### src/rtl/vga_pkg.sv
// Shared definitions for the VGA timing controller.
//   - Default 640x480@60 timing constants (pixels / lines).
//   - h_phase_t: horizontal scan phase enum.
//   - cw_for(): counter width wide enough for the larger of the two totals.
package vga_pkg;

    localparam int VGA_H_ACTIVE = 640;
    localparam int VGA_H_FP     = 16;
    localparam int VGA_H_SYNC   = 96;
    localparam int VGA_H_BP     = 48;
    localparam int VGA_V_ACTIVE = 480;
    localparam int VGA_V_FP     = 10;
    localparam int VGA_V_SYNC   = 2;
    localparam int VGA_V_BP     = 33;
    localparam bit VGA_SYNC_ACT = 1'b0;

    typedef enum logic [1:0] {
        H_ACT = 2'd0,
        H_FP  = 2'd1,
        H_SYN = 2'd2,
        H_BP  = 2'd3
    } h_phase_t;

    // Counters run 0..total-1, so $clog2(total) bits always suffice.
    function automatic int cw_for(input int h_total, input int v_total);
        return $clog2((h_total > v_total) ? h_total : v_total);
    endfunction

endpackage

### src/rtl/vga_timing_ctrl_pix_strobe.sv
// Divide-by-2 pixel strobe on the board clock.
//   clk_50m : board clock
//   rst     : synchronous, active-high reset (strobe forced low)
//   stb     : registered strobe, high every second clk_50m cycle;
//             the first edge after reset release drives it high.
module pix_strobe (
    input  logic clk_50m,
    input  logic rst,
    output logic stb
);

    always_ff @(posedge clk_50m) begin
        if (rst) begin
            stb <= 1'b0;
        end else begin
            stb <= ~stb;
        end
    end

endmodule

### src/rtl/vga_timing_ctrl.sv
// Display timing controller (default 640x480@60) on the 50 MHz board clock.
// The scan advances on cycles where the registered pixel strobe is high.
//   clk_50m     : board clock, sole clock
//   rst         : synchronous, active-high reset
//   pix_stb     : pixel strobe (every second clk_50m cycle)
//   sx, sy      : horizontal / vertical scan counters
//   de          : data enable, high inside the visible area
//   hsync/vsync : sync outputs, asserted level = SYNC_ACT
//   line_start  : one-cycle pulse when sx=0 is first presented
//   frame_start : one-cycle pulse when (0,0) is first presented
//   dbg_h_phase : current horizontal phase FSM state
// All outputs are registered; de/hsync/vsync are decoded from the next
// counter/phase values so they line up with sx/sy.
module vga_timing_ctrl
    import vga_pkg::*;
#(
    parameter int H_ACTIVE = VGA_H_ACTIVE,
    parameter int H_FP     = VGA_H_FP,
    parameter int H_SYNC   = VGA_H_SYNC,
    parameter int H_BP     = VGA_H_BP,
    parameter int V_ACTIVE = VGA_V_ACTIVE,
    parameter int V_FP     = VGA_V_FP,
    parameter int V_SYNC   = VGA_V_SYNC,
    parameter int V_BP     = VGA_V_BP,
    parameter bit SYNC_ACT = VGA_SYNC_ACT,
    localparam int H_TOTAL = H_ACTIVE + H_FP + H_SYNC + H_BP,
    localparam int V_TOTAL = V_ACTIVE + V_FP + V_SYNC + V_BP,
    localparam int CW      = cw_for(H_TOTAL, V_TOTAL)
) (
    input  logic                clk_50m,
    input  logic                rst,
    output logic                pix_stb,
    output logic [CW-1:0]       sx,
    output logic [CW-1:0]       sy,
    output logic                de,
    output logic                hsync,
    output logic                vsync,
    output logic                line_start,
    output logic                frame_start,
    output vga_pkg::h_phase_t   dbg_h_phase
);

    // Enum literals are package-qualified: the parameters H_FP/H_BP shadow them.
    localparam logic [CW-1:0] SX_LAST    = CW'(H_TOTAL - 1);
    localparam logic [CW-1:0] SY_LAST    = CW'(V_TOTAL - 1);
    localparam logic [CW-1:0] SX_ACT_END = CW'(H_ACTIVE - 1);
    localparam logic [CW-1:0] SX_FP_END  = CW'(H_ACTIVE + H_FP - 1);
    localparam logic [CW-1:0] SX_SYN_END = CW'(H_ACTIVE + H_FP + H_SYNC - 1);
    localparam logic [CW-1:0] SY_ACT     = CW'(V_ACTIVE);
    localparam logic [CW-1:0] SY_VS_BEG  = CW'(V_ACTIVE + V_FP);
    localparam logic [CW-1:0] SY_VS_END  = CW'(V_ACTIVE + V_FP + V_SYNC - 1);

    vga_pkg::h_phase_t phase;
    vga_pkg::h_phase_t phase_nxt;
    logic [CW-1:0]     sx_nxt;
    logic [CW-1:0]     sy_nxt;
    logic              adv;
    logic              wrap_x;
    logic              wrap_y;

    pix_strobe u_pix_strobe (
        .clk_50m (clk_50m),
        .rst     (rst),
        .stb     (pix_stb)
    );

    assign adv         = pix_stb;
    assign wrap_x      = (sx == SX_LAST);
    assign wrap_y      = (sy == SY_LAST);
    assign dbg_h_phase = phase;

    // Next counter values and horizontal phase. Phase transitions are keyed
    // on the current sx, so the phase always describes the pixel in sx_nxt.
    always_comb begin
        sx_nxt    = sx;
        sy_nxt    = sy;
        phase_nxt = phase;
        if (adv) begin
            if (wrap_x) begin
                sx_nxt = '0;
                sy_nxt = wrap_y ? '0 : sy + 1'b1;
            end else begin
                sx_nxt = sx + 1'b1;
            end
            case (phase)
                vga_pkg::H_ACT: if (sx == SX_ACT_END) phase_nxt = vga_pkg::H_FP;
                vga_pkg::H_FP:  if (sx == SX_FP_END)  phase_nxt = vga_pkg::H_SYN;
                vga_pkg::H_SYN: if (sx == SX_SYN_END) phase_nxt = vga_pkg::H_BP;
                vga_pkg::H_BP:  if (wrap_x)           phase_nxt = vga_pkg::H_ACT;
                default:                              phase_nxt = vga_pkg::H_BP;
            endcase
        end
    end

    // Reset parks the scan on the last back-porch pixel of the last line,
    // so the first advance lands on (0,0) and raises both start pulses.
    always_ff @(posedge clk_50m) begin
        if (rst) begin
            phase       <= vga_pkg::H_BP;
            sx          <= SX_LAST;
            sy          <= SY_LAST;
            de          <= 1'b0;
            hsync       <= ~SYNC_ACT;
            vsync       <= ~SYNC_ACT;
            line_start  <= 1'b0;
            frame_start <= 1'b0;
        end else begin
            phase       <= phase_nxt;
            sx          <= sx_nxt;
            sy          <= sy_nxt;
            de          <= (phase_nxt == vga_pkg::H_ACT) && (sy_nxt < SY_ACT);
            hsync       <= (phase_nxt == vga_pkg::H_SYN) ? SYNC_ACT : ~SYNC_ACT;
            vsync       <= ((sy_nxt >= SY_VS_BEG) && (sy_nxt <= SY_VS_END)) ?
                           SYNC_ACT : ~SYNC_ACT;
            line_start  <= adv && wrap_x;
            frame_start <= adv && wrap_x && wrap_y;
        end
    end

endmodule

### config.mk
export PLATFORM = sky130hd
export DESIGN_NAME = vga_timing_ctrl
export DESIGN_NICKNAME = d
export VERILOG_FILES = /design/src/rtl/vga_pkg.sv /design/src/rtl/vga_timing_ctrl_pix_strobe.sv /design/src/rtl/vga_timing_ctrl.sv
export SDC_FILE = /design/constraint.sdc
export NUM_CORES = 1
export LEC_CHECK = 0
export ABC_AREA = 1
export BUFFER_PORTS_ARGS = -buffer_cell sky130_fd_sc_hd__buf_2
export CAP_MARGIN = 10
export CORE_UTILIZATION = 49
export CTS_CLUSTER_SIZE = 8
export DETAILED_ROUTE_END_ITERATION = 8
export GPL_TIMING_DRIVEN = 0
export MAX_ROUTING_LAYER = met4
export PLACE_DENSITY = 0.75
export SLEW_MARGIN = 40
export SYNTH_ARGS = -nofsm -noshare
export SYNTH_HDL_FRONTEND = slang
export SYNTH_SLANG_ARGS = --single-unit
export TNS_END_PERCENT = 20
### constraint.sdc
create_clock -name clk_50m -period 1.41 [get_ports clk_50m]
set_clock_uncertainty 0.05 [all_clocks]
set_input_delay 0.141 -clock clk_50m [delete_from_list [all_inputs] [get_ports clk_50m]]
set_output_delay 0.141 -clock clk_50m [all_outputs]
set_load 0.05 [all_outputs]
Word-level counts from Yosys, hierarchy flattened
Cells that the tools add are included.
{"block": "classes", "n_addsub": 2, "n_lt_le_gt_ge": 3, "eq_ne": 9, "mux": 12, "bitwise": 1, "n_reduce_logical": 6}
{"cell": "10-bit equality test (second input constant)", "count": 5}
{"cell": "10-bit 2-to-1 mux", "count": 4}
{"cell": "10-bit by 1-bit adder with 10-bit output (second input constant)", "count": 2}
{"cell": "10-bit by 9-bit greater-or-equal comparator with 1-bit output (second input constant)", "count": 1}
{"cell": "10-bit by 9-bit less-or-equal comparator with 1-bit output (second input constant)", "count": 1}
{"cell": "10-bit by 9-bit less-than comparator with 1-bit output (second input constant)", "count": 1}
{"cell": "2-bit 2-to-1 mux", "count": 5}
{"cell": "2-bit one-hot mux with 4 select lines", "count": 1}
{"cell": "2-bit equality test (second input constant)", "count": 3}
{"cell": "1-bit logical AND", "count": 4}
{"cell": "2-bit zero test", "count": 2}
{"cell": "2-bit by 1-bit equality test with 1-bit output (second input constant)", "count": 1}
{"cell": "1-bit 2-to-1 mux", "count": 2}
{"cell": "1-bit NOT", "count": 1}
{"block": "totals", "register_bits": 28, "in_bits": 2, "output_inout_bits": 28, "wordCells": 42}

Logic depth before layout (Yosys ltp)
{"block": "depth", "depth_word": 7, "mapped_depth": 12, "depth_no_buf": 12}

Cells and area by module
From an unflattened synthesis, not the netlist that was laid out.
{"block": "unflattened", "hier_cells": 249, "hier_area_um2": 1596.5}
{"mod": "vga_timing_ctrl", "instances": 1, "cells_each": 247, "area_per_inst_um2": 1572.8}
{"mod": "pix_strobe", "instances": 1, "cells_each": 2, "area_per_inst_um2": 23.8}

Worst setup path after synthesis
OpenSTA, ideal clock, no wires.
{"block": "synth_path", "kind": "register to register", "from": "register sx[1]", "to": "register vsync", "arrival_ns": 1.869, "required_time_ns": 1.246, "slack_ns": -0.624, "path_stages_with_launch": 11, "path_buffers": 0, "cell_sequence": "dfxtp_1 > ha_1 > nand2_2 > nor2_2 > nand4_4 > clkinv_2 > nand4_1 > nand3_1 > nand2_1 > nor2_2 > nand2_1"}
{"block": "synth_via", "elab_chain_cells": 6, "elab_cells_between_ends": 7, "cone_classes": "2 x order compare; 1 x eq/ne; 3 x mux; 1 x reduce/logical"}
{"item": "start: declaration", "line_no": "vga_timing_ctrl.sv:33", "rtl": "output logic [CW-1:0] sx,"}
{"item": "start signal: assignment", "line_no": "vga_timing_ctrl.sv:109", "rtl": "sx <= sx_nxt;"}
{"item": "10-bit equality test (*)", "line_no": "vga_timing_ctrl.sv:68", "rtl": "assign wrap_x = (sx == SX_LAST);"}
{"item": "10-bit 2-to-1 mux (*)", "line_no": "vga_timing_ctrl.sv:79", "rtl": "if (wrap_x) begin"}
{"item": "10-bit 2-to-1 mux (*)", "line_no": "vga_timing_ctrl.sv:78", "rtl": "if (adv) begin"}
{"item": "10-bit by 9-bit greater-or-equal comparator with 1-bit output / 10-bit by 9-bit less-or-equal comparator with 1-bit output (equally long branches)", "line_no": "vga_timing_ctrl.sv:113", "rtl": "vsync <= ((sy_nxt >= SY_VS_BEG) && (sy_nxt <= SY_VS_END)) ?"}
{"item": "1-bit logical AND (*)", "line_no": "vga_timing_ctrl.sv:113"}
{"item": "1-bit 2-to-1 mux (*)", "line_no": "vga_timing_ctrl.sv:113"}
{"item": "end signal: assignment", "line_no": "vga_timing_ctrl.sv:104", "rtl": "vsync <= ~SYNC_ACT;"}
{"item": "end signal: assignment", "line_no": "vga_timing_ctrl.sv:113"}
{"item": "end: declaration", "line_no": "vga_timing_ctrl.sv:37", "rtl": "output logic vsync,"}
Every way passes the cells marked *; elsewhere a longest branch is shown, timed or not.
A chain may end at the register's enable or synchronous reset.

Worst setup path after layout
{"block": "layout_path", "from": "register sy[2]", "to": "register vsync"}
{"block": "layout_via", "elab_chain_cells": 7, "elab_cells_between_ends": 9, "cone_classes": "1 x add/sub; 2 x order compare; 1 x eq/ne; 4 x mux; 1 x reduce/logical"}
{"item": "start: declaration", "line_no": "vga_timing_ctrl.sv:34", "rtl": "output logic [CW-1:0] sy,"}
{"item": "start signal: assignment", "line_no": "vga_timing_ctrl.sv:110", "rtl": "sy <= sy_nxt;"}
{"item": "10-bit by 1-bit adder with 10-bit output / 10-bit equality test (equally long branches)", "line_no": "vga_timing_ctrl.sv:81, vga_timing_ctrl.sv:69"}
{"item": "10-bit 2-to-1 mux", "line_no": "vga_timing_ctrl.sv:81", "rtl": "sy_nxt = wrap_y ? '0 : sy + 1'b1;"}
{"item": "10-bit 2-to-1 mux", "line_no": "vga_timing_ctrl.sv:79"}
{"item": "10-bit 2-to-1 mux (*)", "line_no": "vga_timing_ctrl.sv:78"}
{"item": "10-bit by 9-bit greater-or-equal comparator with 1-bit output / 10-bit by 9-bit less-or-equal comparator with 1-bit output (equally long branches)", "line_no": "vga_timing_ctrl.sv:113"}
{"item": "1-bit logical AND (*)", "line_no": "vga_timing_ctrl.sv:113"}
{"item": "1-bit 2-to-1 mux (*)", "line_no": "vga_timing_ctrl.sv:113"}
Marked as above.

==> results.yml <==
timing:
  post-route-period-util_pct: 124.7
  fmax_mhz: 568.9
  holdWs_ns: 0.08123
  finalWorstPathRequiredPeriod_ns: 1.758
  maxSlewViolCount: 0
  tightest_slew_ns: 0.7435
  slew_headroom_pct: 50.43
  rsz0062_at_grt: "true"
  final.setup.worst_slack_ns: -0.3477
  setup_viol: 16
  hold_violations: 0
power_and_ir_drop:
  p_sw_share_pct: 40.73
  pwr-share-comb_pct: 39.8
  p_seq_share_pct: 38.0
  power_mw: 2.465
  p_int_mw: 1.461
  clkPwrFrac_pct: 22.2
  p_sw_mw: 1.004
  power.leakage_nw: 0.9752
  ir_worst_vdd_mv: 0.6344
  power.density_nw_per_um2: 1137
worst_setup_path:
  path_class: "flop to flop"
  path_common_cell: "nand2_1"
  crit_fanout: 6
  cp-end-kind: "flop"
  worstSetupStartpointType: "flop"
  path_cells: "nand3_1 -> nor2_1 -> nand4_1 -> nand2_1 -> nand2_1 -> nor2_1 -> nand2_1 -> nor2_4 -> nand2_1"
  cpPeakStageDelay_ns: 0.43
  required_ns: 1.62
  critical_path_arrival_ns: 1.97
  crit_buf_inv: 0
  crit_family: "simple AND/OR/NAND/NOR gates"
  critical_path.slowest_cell: "dfxtp_2"
logic_synthesis:
  yosys_warnings: 0
  syn_avg_cell_area_um2: 6.762
  syn-cell-area_um2: 1555
  synthCells: 230
  yosys_register_bits: 28
  synth.distinct_cells: 30
  syn_nets: 235
  yosysSeqAreaShare_pct: 36.04
place:
  dp.cells: 303
  port_buffers: 29
  placed_area_um2: 1821
  place.gp.congestion: 0.8655
  dp_hpwl_um: 2713
clocking:
  cts_made_buffers: 3
  h-tree-depth: 1
  cts_tree: "done"
  root_buffer: "clkbuf_4"
  worstSkewPairLatency_ns: 0.34
  numClockSinks: 28
  cts_buffer_depth: 2
  clk_pin_slew_ns: 0.15
floorplan:
  ioPinCount: 30
  fp-row-count: 20
  core_area_um2: 3028
  dieHeight_um: 58.34
  initial_core_util_pct: 51.36
  die_w_um: 58.34
  die_area_um2: 3403
final_layout:
  final_area_um2: 2168
  drive_gt1_share_pct: 46.26
  utilization_pct: 71.61
  diodes: 0
  fin_nets: 287
  area_growth_pct: 39.42
  final_cells: 325
routing:
  route.detailed.wl_per_inst_um: 13.39
  avgViaCountPerCell: 5.218
  vias: 1696
  ant_nets: 0
  drt_iter0_drc: 114
  drc: 0
  drtPass1Iterations: 5
  wirelength_um: 4352
global_route:
  grt-ovfl-total: 0
  antenna_found_initial: 0
  grt_pass1_vias: 1451
  grt_max_degree: 17
  grt_use_total_pct: 26.54
  grt_pass1_wl_um: 6520
status:
  status: "finished, violations left"
  failed_checks: "setup timing"
hold_path:
  hold_path.class: "input pin to flop"
run:
  maxCapViolCount: 0
[cells in the mapped netlist (all sizes together)]
cell type,number,area [um^2]
nor3,8,45.04
a21oi,6,41.29
o21ai,11,55.05
clkbuf,2,7.510
nand4,9,71.32
a211oi,1,7.510
nand2,58,225.2
inv,33,123.9
nand3,24,132.6
ha,3,37.54
clkinv,1,5.000
xor2,1,8.760
o31ai,1,7.510
buf,2,16.26
dfxtp,28,560.5
nor2,38,182.7
o211ai,1,7.510
or2,1,6.260
o21bai,1,7.510
nor4,1,6.260
[repair_timing]
action / 4_1_cts / 5_1_grt
endpoints found under the setup margin: 15 / 23
buffers inserted: 12 / 5
pin swaps: 10 / 14
endpoints found under the hold margin: 1 / 0
resized for setup: 19 / 29
hold buffers: 1 / 0
[worst paths after layout]
| kind | from | endpoint | slack (ns) | cells after the start |
|---|---|---|---|---|
| setup / recovery | sy[2] | vsync | -0.35 | 9 |
| hold / removal | rst | sy[0] | 0.08 | 4 |
| setup reg to reg | sy[2] | vsync | -0.35 | 9 |
| hold reg to reg | sx[4] | sx[4] | 0.49 | 2 |
[flip-flops by register name, indices dropped and copies added, names as in the netlist]
signal	flops
vsync	1
de	1
dbg_h_phase	2
frame_start	1
line_start	1
hsync	1
u_pix_strobe.stb	1
sy	10
sx	10
[placed cells by master, fill, tap and decap left out, types with 5 or more instances in the layout]
cell type / Yosys / routed
inv_2: 7 / 9
nand2_2: 3 / 11
dfxtp_4: 0 / 6
buf_4: 0 / 13
nand4_1: 8 / 8
a21oi_1: 5 / 5
buf_6: 1 / 5
dfxtp_2: 0 / 14
nor2_2: 4 / 9
nand3_1: 23 / 17
nand2_1: 55 / 46
inv_1: 26 / 24
buf_2: 1 / 30
nor2_1: 30 / 21
dfxtp_1: 28 / 8
nand3_2: 0 / 6
nor2_4: 4 / 8
[kinds of logic (layout without fill, tap and decap cells)]
logic type,count (synthesis),count (layout),share of synthesized area [%]
xor gates and xnor gates,1,1,0.5633
DFF,28,28,36.04
and+or+nand+nor,139,139,43.04
AOI/OAI and AO/OA,21,21,8.126
adders and majority gates,3,3,2.414
buffers and inverters,38,89,9.815
[power by group through the flow]
| stage | Clock [mW] | Combinational [mW] | Sequential [mW] |
|---|---|---|---|
| 2_1_floorplan | 0 | 0.430 | 1.16 |
| 3_3_place_gp | 0 | 0.787 | 0.947 |
| 3_5_place_dp | 0 | 0.795 | 0.949 |
| 4_1_cts | 0.552 | 0.906 | 0.930 |
| 5_1_grt | 0.589 | 1.05 | 0.945 |
| 6_report | 0.546 | 0.982 | 0.936 |
[worst min-delay path, delay by kind of cell]
kind	cells	cell delay (ns)
compound gates	1	0.04
buf+inv	2	0.19
simple gates	1	0.09
[per-stage QoR]
stage | setup TNS [ns] | worst slack [ns]
finish | -1.998 | -0.3477
global route | -4.117 | -0.4294
CTS | -1.210 | -0.2012
detailed placement | -1.569 | -0.3160
global placement | -1.442 | -0.3172
floorplan | -1.215 | -0.2125
[per-layer routing]
| metal | global-route usage [%] | vias to the layer above | part of all wire, % | wire length [um] |
|---|---|---|---|---|
| met5 | - | - | 0 | 0 |
| met4 | 13.27 | 0 | 3.0 | 131 |
| met3 | 3.297 | 11 | 4.0 | 176 |
| met2 | 43.19 | 48 | 50 | 2191 |
| met1 | 32.55 | 790 | 43 | 1852 |
| li1 | - | 847 | - | - |
[layout make-up]
class | instances | area, um^2
plain buffers | 4 | 23.77
clock buffers | 3 | 22.52
clock inverters | 1 | 30.03
fillers | 249 | 859.6
inverters | 34 | 132.6
multi-input cells | 164 | 1006
flip-flops and latches | 28 | 600.6
well taps | 44 | 55.05
repair buffers | 47 | 297.8
(Power assumes the default switching activity.)
